===== config.mk =====
export PLATFORM = sky130hd
export DESIGN_NAME = nibble_serial_subtractor_32bit_flat
export DESIGN_NICKNAME = d
export VERILOG_FILES = /design/src/rtl/nibble_serial_subtractor_32bit_if.sv /design/src/rtl/nibble_serial_subtractor_32bit.sv /design/src/flat_wrapper.sv
export SDC_FILE = /design/constraint.sdc
export NUM_CORES = 1
export LEC_CHECK = 0
export ABC_CLOCK_PERIOD_IN_PS = 9600
export BUFFER_PORTS_ARGS = -buffer_cell sky130_fd_sc_hd__buf_2
export CORE_ASPECT_RATIO = 1.1
export CORE_MARGIN = 4
export CORE_UTILIZATION = 45
export CTS_CLUSTER_SIZE = 16
export DETAILED_ROUTE_END_ITERATION = 10
export HOLD_SLACK_MARGIN = 0.05
export PLACE_DENSITY = 0.76
export SKIP_CTS_REPAIR_TIMING = 1
export SLEW_MARGIN = 25
export SYNTH_ARGS = -nofsm -noshare
export SYNTH_HDL_FRONTEND = slang
export SYNTH_SLANG_ARGS = --single-unit

===== constraint.sdc =====
create_clock -name clk -period 9.6 [get_ports clk]
set_input_delay 2.4 -clock clk [delete_from_list [all_inputs] [get_ports clk]]
set_output_delay 2.4 -clock clk [all_outputs]
set_load 0.01 [all_outputs]

===== src/rtl/nibble_serial_subtractor_32bit_if.sv =====
// Start/busy/done handshake bundle for the nibble-serial subtractor.
// Flag signals exist only when SUB_FLAGS_EN is defined.
interface nibble_serial_subtractor_32bit_if;
  logic        start;
  logic [31:0] a;
  logic [31:0] b;
  logic        b_in;
  logic        busy;
  logic        done;
  logic [31:0] d;
  logic        b_out;
`ifdef SUB_FLAGS_EN
  logic        zero;
  logic        negative;
  logic        overflow;

  modport master (output start, a, b, b_in,
                  input  busy, done, d, b_out, zero, negative, overflow);
  modport slave  (input  start, a, b, b_in,
                  output busy, done, d, b_out, zero, negative, overflow);
`else
  modport master (output start, a, b, b_in,
                  input  busy, done, d, b_out);
  modport slave  (input  start, a, b, b_in,
                  output busy, done, d, b_out);
`endif
endinterface


===== src/rtl/nibble_serial_subtractor_32bit.sv =====
// Multi-cycle 32-bit subtractor d = a - b - b_in, one nibble per clock, borrow
// rippling between cycles. Optional zero/negative/overflow flags: SUB_FLAGS_EN.
module nibble_serial_subtractor_32bit (
  input  logic                            clk,
  input  logic                            reset,
  nibble_serial_subtractor_32bit_if.slave bus
);

  localparam int unsigned DataW  = 32;
  localparam int unsigned NibW   = 4;
  localparam int unsigned StepW  = 3;
  localparam int unsigned LastK  = 7;

  typedef enum logic [1:0] {
    IDLE = 2'd0,
    RUN  = 2'd1,
    DONE = 2'd2
  } state_e;

  state_e             state_q;
  logic [StepW-1:0]   k_q;
  logic [DataW-1:0]   a_q;
  logic [DataW-1:0]   b_q;
  logic               borrow_q;
  logic [DataW-1:0]   part_q;
  logic [DataW-1:0]   d_q;
  logic               b_out_q;
  logic               busy_q;
  logic               done_q;
`ifdef SUB_FLAGS_EN
  logic               zero_q;
  logic               negative_q;
  logic               overflow_q;
`endif

  logic [4:0]         nib_lsb_c;
  logic [NibW-1:0]    a_nib_c;
  logic [NibW-1:0]    b_nib_c;
  logic [NibW:0]      diff_c;
  logic [DataW-1:0]   result_c;
  logic               accept_c;

  // Current nibble step; diff_c[4] is the borrow out of this nibble.
  always_comb begin
    nib_lsb_c = {k_q, 2'b00};
    a_nib_c   = a_q[nib_lsb_c +: NibW];
    b_nib_c   = b_q[nib_lsb_c +: NibW];
    diff_c    = {1'b0, a_nib_c} - {1'b0, b_nib_c} - 5'(borrow_q);
    result_c  = {diff_c[NibW-1:0], part_q[DataW-NibW-1:0]};
    accept_c  = bus.start && (state_q != RUN);
  end

  always_ff @(posedge clk or posedge reset) begin
    if (reset) begin
      state_q    <= IDLE;
      k_q        <= '0;
      a_q        <= '0;
      b_q        <= '0;
      borrow_q   <= 1'b0;
      part_q     <= '0;
      d_q        <= '0;
      b_out_q    <= 1'b0;
      busy_q     <= 1'b0;
      done_q     <= 1'b0;
`ifdef SUB_FLAGS_EN
      zero_q     <= 1'b0;
      negative_q <= 1'b0;
      overflow_q <= 1'b0;
`endif
    end else begin
      done_q <= 1'b0;
      case (state_q)
        RUN: begin
          part_q[nib_lsb_c +: NibW] <= diff_c[NibW-1:0];
          borrow_q                  <= diff_c[NibW];
          k_q                       <= StepW'(k_q + 3'd1);
          if (k_q == StepW'(LastK)) begin
            d_q     <= result_c;
            b_out_q <= diff_c[NibW];
            done_q  <= 1'b1;
            busy_q  <= 1'b0;
            state_q <= DONE;
`ifdef SUB_FLAGS_EN
            zero_q     <= (result_c == '0);
            negative_q <= result_c[DataW-1];
            overflow_q <= (a_q[DataW-1] != b_q[DataW-1]) &&
                          (result_c[DataW-1] != a_q[DataW-1]);
`endif
          end
        end
        default: begin
          // IDLE and DONE both accept a new operation; DONE lasts one cycle.
          if (accept_c) begin
            a_q      <= bus.a;
            b_q      <= bus.b;
            borrow_q <= bus.b_in;
            k_q      <= '0;
            busy_q   <= 1'b1;
            state_q  <= RUN;
          end else begin
            state_q  <= IDLE;
          end
        end
      endcase
    end
  end

  assign bus.busy  = busy_q;
  assign bus.done  = done_q;
  assign bus.d     = d_q;
  assign bus.b_out = b_out_q;
`ifdef SUB_FLAGS_EN
  assign bus.zero     = zero_q;
  assign bus.negative = negative_q;
  assign bus.overflow = overflow_q;
`endif

endmodule


===== src/flat_wrapper.sv =====
// flat-port wrapper written by rule: the top's interface ports become plain ports
module nibble_serial_subtractor_32bit_flat 
  (clk, reset, bus_start, bus_a, bus_b, bus_b_in, bus_busy, bus_done, bus_d, bus_b_out);
  nibble_serial_subtractor_32bit_if bus_i ();
  input  logic clk;
  input  logic reset;
  input wire logic [$bits(bus_i.start)-1:0] bus_start;
  input wire logic [$bits(bus_i.a)-1:0] bus_a;
  input wire logic [$bits(bus_i.b)-1:0] bus_b;
  input wire logic [$bits(bus_i.b_in)-1:0] bus_b_in;
  output wire logic [$bits(bus_i.busy)-1:0] bus_busy;
  output wire logic [$bits(bus_i.done)-1:0] bus_done;
  output wire logic [$bits(bus_i.d)-1:0] bus_d;
  output wire logic [$bits(bus_i.b_out)-1:0] bus_b_out;
  assign bus_i.start = bus_start;
  assign bus_i.a = bus_a;
  assign bus_i.b = bus_b;
  assign bus_i.b_in = bus_b_in;
  assign bus_busy = bus_i.busy;
  assign bus_done = bus_i.done;
  assign bus_d = bus_i.d;
  assign bus_b_out = bus_i.b_out;
  nibble_serial_subtractor_32bit u_core (.clk(clk), .reset(reset), .bus(bus_i));
endmodule

==> metrics.txt <==
# TYPE chip_impl_metric gauge
chip_impl_metric{name="synth-seq-area-share",unit="%"} 56.22
chip_impl_metric{name="critPathArrivalTime",unit="ns"} 3.75
chip_impl_metric{name="drt-vias-per-instance",unit=""} 5.259
chip_impl_metric{name="drc_errors",unit=""} 0
chip_impl_info{name="synth_area_leader_cell",value="sky130_fd_sc_hd__dfrtp_1"} 1
chip_impl_info{name="final_common_cell",value="sky130_fd_sc_hd__dfrtp_1"} 1
chip_impl_metric{name="floorplan.die.width",unit="um"} 117.4
chip_impl_metric{name="grt_start_max_net_pins",unit=""} 86
chip_impl_metric{name="cts_buffers",unit=""} 17
chip_impl_metric{name="min_period_over_period",unit="%"} 36.40
chip_impl_metric{name="hpwlAfterDp",unit="mm"} 8.585
chip_impl_info{name="top_usage_layer",value="met2"} 1
chip_impl_metric{name="placeable_core_region",unit="um^2"} 12750
chip_impl_metric{name="final_core_util",unit="%"} 55.58
chip_impl_metric{name="cts.path.max_buffers",unit=""} 2
chip_impl_metric{name="power.density",unit="nW/um^2"} 426.5
chip_impl_metric{name="htreeDepth",unit=""} 4
chip_impl_metric{name="clk_pin_slew",unit="ns"} 0.06
chip_impl_metric{name="synth.top_cell.area_share",unit="%"} 56.22
chip_impl_metric{name="finalCriticalPeriod",unit="ns"} 3.495
chip_impl_metric{name="timing.final.max_slew_violations",unit=""} 0
chip_impl_metric{name="post_synthesis_mean_instance_area",unit="um^2"} 12.18
chip_impl_metric{name="grt_met3_usage",unit="%"} 5.825
chip_impl_metric{name="timing.critical_path.required",unit="ns"} 9.86
chip_impl_metric{name="postSynthRegisterBits",unit=""} 133
chip_impl_metric{name="gr-usage-met1",unit="%"} 21.69
chip_impl_info{name="setup.worst_path.end_class",value="register"} 1
chip_impl_metric{name="effective_utilization_at_floorplan",unit="%"} 46.42
chip_impl_info{name="ys_top_cells_by_area",value="sky130_fd_sc_hd__dfrtp_1 (56%), sky130_fd_sc_hd__mux2_2 (13%), sky130_fd_sc_hd__nand2_1 (7.4%)"} 1
chip_impl_info{name="critical_path_class",value="register to register"} 1
chip_impl_metric{name="gp_routability_congestion",unit=""} 0.8561
chip_impl_metric{name="total_leakage_power",unit="nW"} 3.391
chip_impl_metric{name="cts.sinks",unit=""} 133
chip_impl_metric{name="vdd_drop_max",unit="V"} 0.0002349
chip_impl_metric{name="worst_max_slew_pin_slew",unit="ns"} 0.9162
chip_impl_metric{name="die_height",unit="um"} 128.3
chip_impl_metric{name="rows",unit=""} 43
chip_impl_metric{name="boundaryPins",unit=""} 103
chip_impl_metric{name="post_synth_inst_count",unit=""} 486
chip_impl_metric{name="synth_enable_flop_cells",unit=""} 0
chip_impl_metric{name="drt-wirelength-per-cell",unit="um"} 16.62
chip_impl_metric{name="max_cap_viol_count",unit=""} 0
chip_impl_metric{name="gr-total-overflow",unit=""} 0
chip_impl_metric{name="fmax",unit="MHz"} 286.1
chip_impl_metric{name="placement.io_buffers",unit=""} 102
chip_impl_info{name="hold_path.class",value="register to register"} 1
chip_impl_metric{name="fillerInstances",unit=""} 1072
chip_impl_metric{name="grt_use_total",unit="%"} 17.77
chip_impl_info{name="ys_dominant_reg_cell",value="sky130_fd_sc_hd__dfrtp_1"} 1
chip_impl_info{name="worst_setup_path_start_kind",value="register"} 1
chip_impl_metric{name="grt_pass1_wl",unit="mm"} 20.85
chip_impl_metric{name="dr_total_vias",unit=""} 3965
chip_impl_metric{name="mappedNetlistArea",unit="um^2"} 5919
chip_impl_metric{name="async_set_reset_flop_share_out_of_synthesis",unit="%"} 100.0
chip_impl_metric{name="final-setup-viol-count",unit=""} 0
chip_impl_metric{name="ant_nets",unit=""} 0
chip_impl_info{name="commonest_cells_after_routing_fill_and_taps_aside",value="sky130_fd_sc_hd__dfrtp_1 (133), sky130_fd_sc_hd__nand2_1 (115), sky130_fd_sc_hd__buf_2 (102), sky130_fd_sc_hd__mux2_2 (68), sky130_fd_sc_hd__clkbuf_16 (17)"} 1
chip_impl_metric{name="dr.first_iter.drc_count",unit=""} 202
chip_impl_metric{name="cp_max_fo",unit=""} 18
chip_impl_metric{name="area_delta_synth_final",unit="%"} 19.72
chip_impl_metric{name="groute.layer.met2.usage",unit="%"} 29.01
chip_impl_info{name="rsz0062_at_grt",value="no"} 1
chip_impl_metric{name="syn-num-nets",unit=""} 564
chip_impl_metric{name="drive_gt1_share",unit="%"} 38.19
chip_impl_info{name="cts.root.buffer_cell",value="sky130_fd_sc_hd__clkbuf_16"} 1
chip_impl_metric{name="ys_types",unit=""} 44
chip_impl_metric{name="grt_antenna_before_repair",unit=""} 0
chip_impl_metric{name="hold_violations",unit=""} 0
chip_impl_metric{name="diodes",unit=""} 0
chip_impl_info{name="cts_tree",value="yes"} 1
chip_impl_metric{name="slew_headroom",unit="%"} 38.92
chip_impl_metric{name="first_pass_iters",unit=""} 4
chip_impl_metric{name="floorplan.die_area",unit="um^2"} 15060
chip_impl_metric{name="setup-tns-final",unit="ns"} 0
chip_impl_info{name="status",value="finished, final reports clean"} 1
chip_impl_metric{name="clock_latency",unit="ns"} 0.42
chip_impl_metric{name="finalClockSkew",unit="ns"} 0.009598
chip_impl_metric{name="drt_wl_total",unit="mm"} 12.53
chip_impl_metric{name="final_nets",unit=""} 664
chip_impl_metric{name="synth-warning-count",unit=""} 0
chip_impl_metric{name="first_global_vias",unit=""} 4197
## final timing paths
path                       depth (start not counted)  slack, ns               end              start
setup / recovery                                   7       6.11  u_core.bus.d[30]      u_core.k_q[1]
hold / removal                                     2       0.46  u_core.bus.d[21]  u_core.part_q[21]
setup reg to reg                                   7       6.11  u_core.bus.d[30]      u_core.k_q[1]
hold reg to reg                                    2       0.46  u_core.bus.d[21]  u_core.part_q[21]
max in group asynchronous                          3       6.37  u_core.bus.d[18]              reset
min in group asynchronous                          2       2.06    u_core.b_q[22]              reset
## report_power, final
| part | internal (mW) | switching, mW |
|---|---|---|
| clock | 0.352 | 0.218 |
| sequential | 0.835 | 0.153 |
| combinational | 0.615 | 0.849 |
## area by class of cell
cell class / instances / area [um^2] / share of cell area, %
flip-flops and latches: 133 / 3328 / 46.96
clock buffers: 25 / 495.5 / 6.992
repair buffers: 106 / 544.3 / 7.680
clock inverters: 5 / 25.02 / 0.3531
inverters: 10 / 42.54 / 0.6003
multi-input cells: 318 / 2455 / 34.64
well taps: 157 / 196.4 / 2.772
## logic make-up after synthesis
kind of cell,Yosys count,synth area share (%)
compound gates,28,2.853
xor+xnor,2,0.2960
fa+ha+maj,10,2.367
buf+inv,35,2.347
flops,133,56.22
mux,103,22.62
simple gates,175,13.30
## cell usage after synthesis, types with 2 or more instances
library cell	n
sky130_fd_sc_hd__o31ai_1	2
sky130_fd_sc_hd__mux4_2	16
sky130_fd_sc_hd__mux2i_1	10
sky130_fd_sc_hd__nor3_2	3
sky130_fd_sc_hd__dfrtp_1	133
sky130_fd_sc_hd__clkbuf_1	21
sky130_fd_sc_hd__a21oi_1	9
sky130_fd_sc_hd__o21ai_0	5
sky130_fd_sc_hd__ha_1	8
sky130_fd_sc_hd__buf_1	2
sky130_fd_sc_hd__nor2_1	13
sky130_fd_sc_hd__nand3_1	6
sky130_fd_sc_hd__a31oi_1	6
sky130_fd_sc_hd__fa_1	2
sky130_fd_sc_hd__inv_2	2
sky130_fd_sc_hd__nand4_1	5
sky130_fd_sc_hd__nand3b_1	4
sky130_fd_sc_hd__inv_1	7
sky130_fd_sc_hd__nand2_1	116
sky130_fd_sc_hd__nand2b_1	4
sky130_fd_sc_hd__mux2_2	68
sky130_fd_sc_hd__or3_1	2
sky130_fd_sc_hd__nor4_1	7
sky130_fd_sc_hd__nor3_1	5
sky130_fd_sc_hd__mux2_1	8
sky130_fd_sc_hd__nor2b_1	3
sky130_fd_sc_hd__xnor2_1	2
## per-stage QoR
stage	hold WS [ns]	cell area [um^2]	worst slack, ns	power, mW	std cells
floorplan	0.4315	5919	3.646	2.045	486
global placement	0.4468	6563	5.600	2.390	724
detailed placement	0.4481	6563	5.514	2.471	724
CTS	0.4701	7083	5.951	3.053	754
global route	0.4864	7087	5.869	3.268	754
finish	0.4641	7087	6.105	3.022	754
## per-layer routing
| metal | part of all wire [%] | vias to the layer above |
|---|---|---|
| met5 | 0 | - |
| met2 | 49 | 114 |
| met1 | 43 | 1933 |
| li1 | - | 1899 |
| met3 | 5.7 | 19 |
| met4 | 2.4 | 0 |
## critical path, stage by stage (launching register included)
cell and delay (ns):
sky130_fd_sc_hd__dfrtp_1 0.94, sky130_fd_sc_hd__mux4_2 0.44, sky130_fd_sc_hd__nand2_1 0.09, sky130_fd_sc_hd__nand2_1 0.07, sky130_fd_sc_hd__fa_1 0.43, sky130_fd_sc_hd__fa_1 0.45, sky130_fd_sc_hd__xnor2_1 0.72, sky130_fd_sc_hd__o21ai_0 0.19
## flip-flops by register name, indices dropped and copies added (netlist names)
name,count
u_core.borrow_q,1
u_core.bus.d,32
u_core.bus.b_out,1
u_core.a_q,32
u_core.bus.done,1
u_core.b_q,32
u_core.k_q,3
u_core.bus.busy,1
u_core.part_q,28
u_core.state_q,2
Power figures use the tool's default switching activity.
